--- config.mk ---
export PLATFORM = sky130hd
export DESIGN_NAME = wallace_16bit
export DESIGN_NICKNAME = d
export VERILOG_FILES = /design/src/rtl/wallace_pkg.sv /design/src/rtl/wallace_fa.sv /design/src/rtl/wallace_16bit.sv
export SDC_FILE = /design/constraint.sdc
export NUM_CORES = 1
export LEC_CHECK = 0
export ABC_AREA = 1
export CORE_MARGIN = 4
export CORE_UTILIZATION = 32
export CTS_CLUSTER_SIZE = 25
export DETAILED_ROUTE_END_ITERATION = 8
export DONT_BUFFER_PORTS = 1
export SYNTH_ARGS = -nofsm -noshare
export SYNTH_HDL_FRONTEND = slang
export SYNTH_HIERARCHICAL = 1
export SYNTH_SLANG_ARGS = --single-unit
--- constraint.sdc ---
create_clock -name clk -period 12.6 [get_ports clk]
set_input_delay 2.52 -clock clk [delete_from_list [all_inputs] [get_ports clk]]
set_output_delay 2.52 -clock clk [all_outputs]
set_load 0.01 [all_outputs]
--- src/rtl/wallace_pkg.sv ---
// Shared widths, types and tree-sizing helper for the 16x16 Wallace multiplier.
//   OP_W        : operand width
//   PROD_W      : product width
//   prod_t      : one weight-aligned row / the product
//   TREE_LEVELS : number of 3:2 reduction levels (16->11->8->6->4->3->2)
//   rows_at()   : row count present at the input of a given level
package wallace_pkg;

  localparam int OP_W        = 16;
  localparam int PROD_W      = 32;
  localparam int TREE_LEVELS = 6;

  typedef logic [PROD_W-1:0] prod_t;

  // Each level turns every full group of three rows into two (sum, carry)
  // and passes the leftover rows through untouched.
  function automatic int rows_at(int unsigned lvl);
    int n;
    n = OP_W;
    for (int unsigned k = 0; k < lvl; k++) begin
      n = 2 * (n / 3) + (n % 3);
    end
    return n;
  endfunction

endpackage

--- src/rtl/wallace_fa.sv ---
// 1-bit full adder used as the 3:2 compressor in the Wallace tree and as the
// ripple cell of the final carry-propagate adder.
//   a, b, cin : addend bits of equal weight
//   s         : sum bit (same weight)
//   cout      : carry bit (next weight up)
module wallace_fa (
  input  logic a,
  input  logic b,
  input  logic cin,
  output logic s,
  output logic cout
);

  assign s    = a ^ b ^ cin;
  assign cout = (a & b) | (cin & (a ^ b));

endmodule

--- src/rtl/wallace_16bit.sv ---
// Two-stage pipelined unsigned 16x16 -> 32 multiplier.
// Operands are registered, reduced by a Wallace tree of 3:2 full adders down to
// two rows, summed by a ripple adder and registered into Z.
//   clk       : clock, rising edge
//   rst       : asynchronous active-high reset
//   in_valid  : A/B carry a valid operand pair
//   A, B      : unsigned operands
//   out_valid : Z carries a valid product (in_valid delayed two edges)
//   Z         : product A*B, updated every cycle
module wallace_16bit
  import wallace_pkg::*;
(
  input  logic            clk,
  input  logic            rst,
  input  logic            in_valid,
  input  logic [OP_W-1:0] A,
  input  logic [OP_W-1:0] B,
  output logic            out_valid,
  output logic [PROD_W-1:0] Z
);

  logic [OP_W-1:0] a_q, a_d, b_q, b_d;
  logic            vin_q, vin_d;
  prod_t           z_q, z_d;
  logic            vout_q, vout_d;

  // Partial-product rows, already shifted to their weight.
  prod_t pp [OP_W];
  for (genvar i = 0; i < OP_W; i++) begin : pp_g
    assign pp[i] = prod_t'(a_q & {OP_W{b_q[i]}}) << i;
  end

  // Row-level Wallace reduction. Every row is kept at full product width;
  // constant-zero bit positions fold away. The carry out of column 31 is
  // dropped since the exact product never exceeds 32 bits.
  for (genvar k = 0; k < TREE_LEVELS; k++) begin : lvl_g
    localparam int N_IN  = rows_at(k);
    localparam int N_GRP = N_IN / 3;
    localparam int N_OUT = rows_at(k + 1);

    prod_t r_in  [N_IN];
    prod_t r_out [N_OUT];

    if (k == 0) begin : src_g
      for (genvar r = 0; r < N_IN; r++) begin : cp_g
        assign r_in[r] = pp[r];
      end
    end else begin : src_g
      for (genvar r = 0; r < N_IN; r++) begin : cp_g
        assign r_in[r] = lvl_g[k-1].r_out[r];
      end
    end

    for (genvar g = 0; g < N_GRP; g++) begin : grp_g
      prod_t s_row, c_row;
      assign c_row[0] = 1'b0;
      for (genvar col = 0; col < PROD_W - 1; col++) begin : col_g
        wallace_fa u_fa (
          .a    (r_in[3*g][col]),
          .b    (r_in[3*g+1][col]),
          .cin  (r_in[3*g+2][col]),
          .s    (s_row[col]),
          .cout (c_row[col+1])
        );
      end
      assign s_row[PROD_W-1] = r_in[3*g][PROD_W-1] ^ r_in[3*g+1][PROD_W-1]
                             ^ r_in[3*g+2][PROD_W-1];
      assign r_out[2*g]   = s_row;
      assign r_out[2*g+1] = c_row;
    end

    for (genvar r = 0; r < N_IN - 3 * N_GRP; r++) begin : pass_g
      assign r_out[2*N_GRP+r] = r_in[3*N_GRP+r];
    end
  end

  // Final ripple carry-propagate adder; bit 0 is a half adder.
  prod_t                 row_x, row_y, sum;
  logic [PROD_W-1:1]     cpa_c;

  assign row_x    = lvl_g[TREE_LEVELS-1].r_out[0];
  assign row_y    = lvl_g[TREE_LEVELS-1].r_out[1];
  assign sum[0]   = row_x[0] ^ row_y[0];
  assign cpa_c[1] = row_x[0] & row_y[0];

  for (genvar col = 1; col < PROD_W - 1; col++) begin : cpa_g
    wallace_fa u_fa (
      .a    (row_x[col]),
      .b    (row_y[col]),
      .cin  (cpa_c[col]),
      .s    (sum[col]),
      .cout (cpa_c[col+1])
    );
  end
  assign sum[PROD_W-1] = row_x[PROD_W-1] ^ row_y[PROD_W-1] ^ cpa_c[PROD_W-1];

  always_comb begin
    a_d    = A;
    b_d    = B;
    vin_d  = in_valid;
    z_d    = sum;
    vout_d = vin_q;
  end

  always_ff @(posedge clk or posedge rst) begin
    if (rst) begin
      a_q    <= '0;
      b_q    <= '0;
      vin_q  <= 1'b0;
      z_q    <= '0;
      vout_q <= 1'b0;
    end else begin
      a_q    <= a_d;
      b_q    <= b_d;
      vin_q  <= vin_d;
      z_q    <= z_d;
      vout_q <= vout_d;
    end
  end

  assign Z         = z_q;
  assign out_valid = vout_q;

endmodule

==> impl_metrics.json <==
{
  "status": "finished, violations left",
  "violations": "setup timing",
  "avgRoutedWirePerCell_um": 14.5,
  "syn-cell-area_um2": 13400,
  "num_rows": 74,
  "grt_max_degree": 67,
  "h-tree-depth": 3,
  "max_stage_delay_ns": 0.60,
  "die_w_um": 213,
  "finalCriticalPeriod_ns": 12.66,
  "cts_root_buf": "clkbuf_16",
  "fin_nets": 1905,
  "clock_skew_ns": 0.0176,
  "maxSlewViolCount": 0,
  "arrival_ns": 12.93,
  "cts_buffer_depth": 2,
  "grt_pass1_vias": 9632,
  "worst_pin_slew_ns": 0.974,
  "endpoint_kind": "register",
  "setup_tns_ns": -0.0628,
  "dr.pass1.iters": 5,
  "area_growth_pct": 15.0,
  "num-fill-cells": 4058,
  "cts_buffers": 9,
  "clkSinkCount": 66,
  "hp-class": "register to register",
  "syn_area_per_cell_um2": 11.5,
  "rsz0062_at_grt": "true",
  "die_area_um2": 45300,
  "grt_usage_pct": 14.3,
  "regArea_um2": 1660,
  "syn_inst": 1170,
  "critPathRequiredTime_ns": 12.87,
  "overflow": 0,
  "antenna_found_initial": 12,
  "final.setup.worst_slack_ns": -0.0628,
  "ys_ff_latch": 66,
  "synth_warnings": 6,
  "drive_above_1_share_pct": 6.59,
  "viasPerCell": 4.02,
  "cap_violations": 0,
  "via_count": 7837,
  "reg2reg_setup_slack_ns": -0.06,
  "setup_viol": 1,
  "path_clk_slew_ns": 0.07,
  "start_util_pct": 32.6,
  "first_iter_violations": 342,
  "multi_input_area_um2": 11500,
  "postRouteAntennaNets": 0,
  "ys_seq_area_share_pct": 12.3,
  "cp-start-kind": "register",
  "grt_pass1_wl_um": 49400,
  "boundaryPins": 68,
  "fin_crit_sh_pct": 100,
  "tritoncts": "built",
  "hold_viol": 0,
  "cp_slowest_cell": "fa_1",
  "insertion_delay_ns": 0.38,
  "drc": 0,
  "critPathKind": "register to register",
  "fp.coreArea_um2": 41200,
  "die_h_um": 213,
  "hpwlAfterDp_um": 23900,
  "ys_types": 16,
  "fmax_mhz": 79.0,
  "holdBufCountCts": 0,
  "io_buffers": 0,
  "path_common_cell": "fa_2",
  "slew_headroom_pct": 35.0,
  "gp_congestion": 0.826,
  "path_max_fanout": 6,
  "wl_um": 28300
}
-- worst paths after layout --
check,startpoint,end,depth (start not counted)
min reg2reg,vin_q,out_valid,0
max reg2reg,b_q[4],Z[31],40
min,vin_q,out_valid,0
min in group asynchronous,rst,a_q[12],2
max in group asynchronous,rst,a_q[2],2
max,b_q[4],Z[31],40
-- layer usage --
layer  share of wire, %  track usage, %  up-vias
li1                   -               -     3426
met1                 37            17.0     4211
met2                 54            25.4      148
met3                6.5            4.23       42
met4                1.8            3.95       10
met5               0.19               0        -
-- Yosys cell counts (all sizes together) --
| master | count | area share, % |
|---|---|---|
| buf | 32 | 1.2 |
| xor2 | 2 | 0.13 |
| nand2 | 296 | 8.3 |
| fa | 464 | 69 |
| nor2 | 2 | 0.075 |
| xnor2 | 4 | 0.32 |
| nand3 | 4 | 0.15 |
| clkbuf | 32 | 0.89 |
| conb | 1 | 0.028 |
| inv | 266 | 7.4 |
| nand3b | 1 | 0.056 |
| dfrtp | 66 | 12 |
-- logic make-up after synthesis --
| family | Yosys count | synth area share (%) |
|---|---|---|
| adders and majority gates | 464 | 69.1 |
| buffers and inverters | 330 | 9.52 |
| and+or+nand+nor | 303 | 8.57 |
| DFF | 66 | 12.3 |
| xor gates and xnor gates | 6 | 0.447 |
| other | 1 | 0.0279 |
-- cells in the final DEF (no fill, tap or decap), drive strengths merged --
| master | count |
|---|---|
| fa | 464 |
| nand2 | 296 |
| inv | 267 |
| conb | 254 |
| dfrtp | 66 |
| buf | 35 |
| clkbuf | 9 |
| diode | 8 |
| nand3 | 4 |
| xnor2 | 4 |
| clkinv | 3 |
| xor2 | 2 |
| clkinvlp | 2 |
| nor2 | 2 |
| nand3b | 1 |
| bufinv | 1 |
| dlymetal6s2s | 1 |
-- critical path: cells and delay by family (launching register included) --
kind                     cells  cell delay, ns
buffers and inverters        1            0.05
XOR/XNOR                     1            0.15
adder cells (fa/ha/maj)     30           11.36
AND/OR/NAND/NOR              8            0.50
flip-flops                   1            0.46
-- cell type report --
class	count	share of cell area (%)
Antenna cell	8	0.130
Clock buffer	9	1.46
Clock inverter	7	0.494
Inverter	266	6.47
Multi-Input combinational cell	1027	74.6
Sequential cell	66	10.8
Tap cell	532	4.31
Timing Repair Buffer	36	1.78
-- repair_timing --
item	in CTS	in global routing
endpoints found under the setup margin	1	1
gates resized for setup	11	1
setup buffers	1	1
pin swaps	5	3
-- sequential cells by signal, indices dropped and copies added, names as in the netlist --
register and count:
Z 32, a_q 16, b_q 16, out_valid 1
vin_q 1
-- per-stage QoR --
| stage | instances | worst slack, ns | instance area [µm²] | utilization [%] | hold WS [ns] |
|---|---|---|---|---|---|
| after floorplan | 1423 | 0.0593 | 14500 | - | 0.331 |
| after global placement | 1925 | -0.143 | 15100 | 36.6 | 0.341 |
| after detailed placement | 1925 | -0.227 | 15100 | 36.6 | 0.338 |
| after CTS | 1942 | -0.148 | 15400 | 37.4 | 0.357 |
| after global routing | 1946 | -0.536 | 15400 | 37.5 | 0.360 |
| final | 1951 | -0.0628 | 15500 | 37.5 | 0.350 |
Power is not shown: default switching activity piles up to over one toggle a cycle in this logic, so the estimate is an artifact.
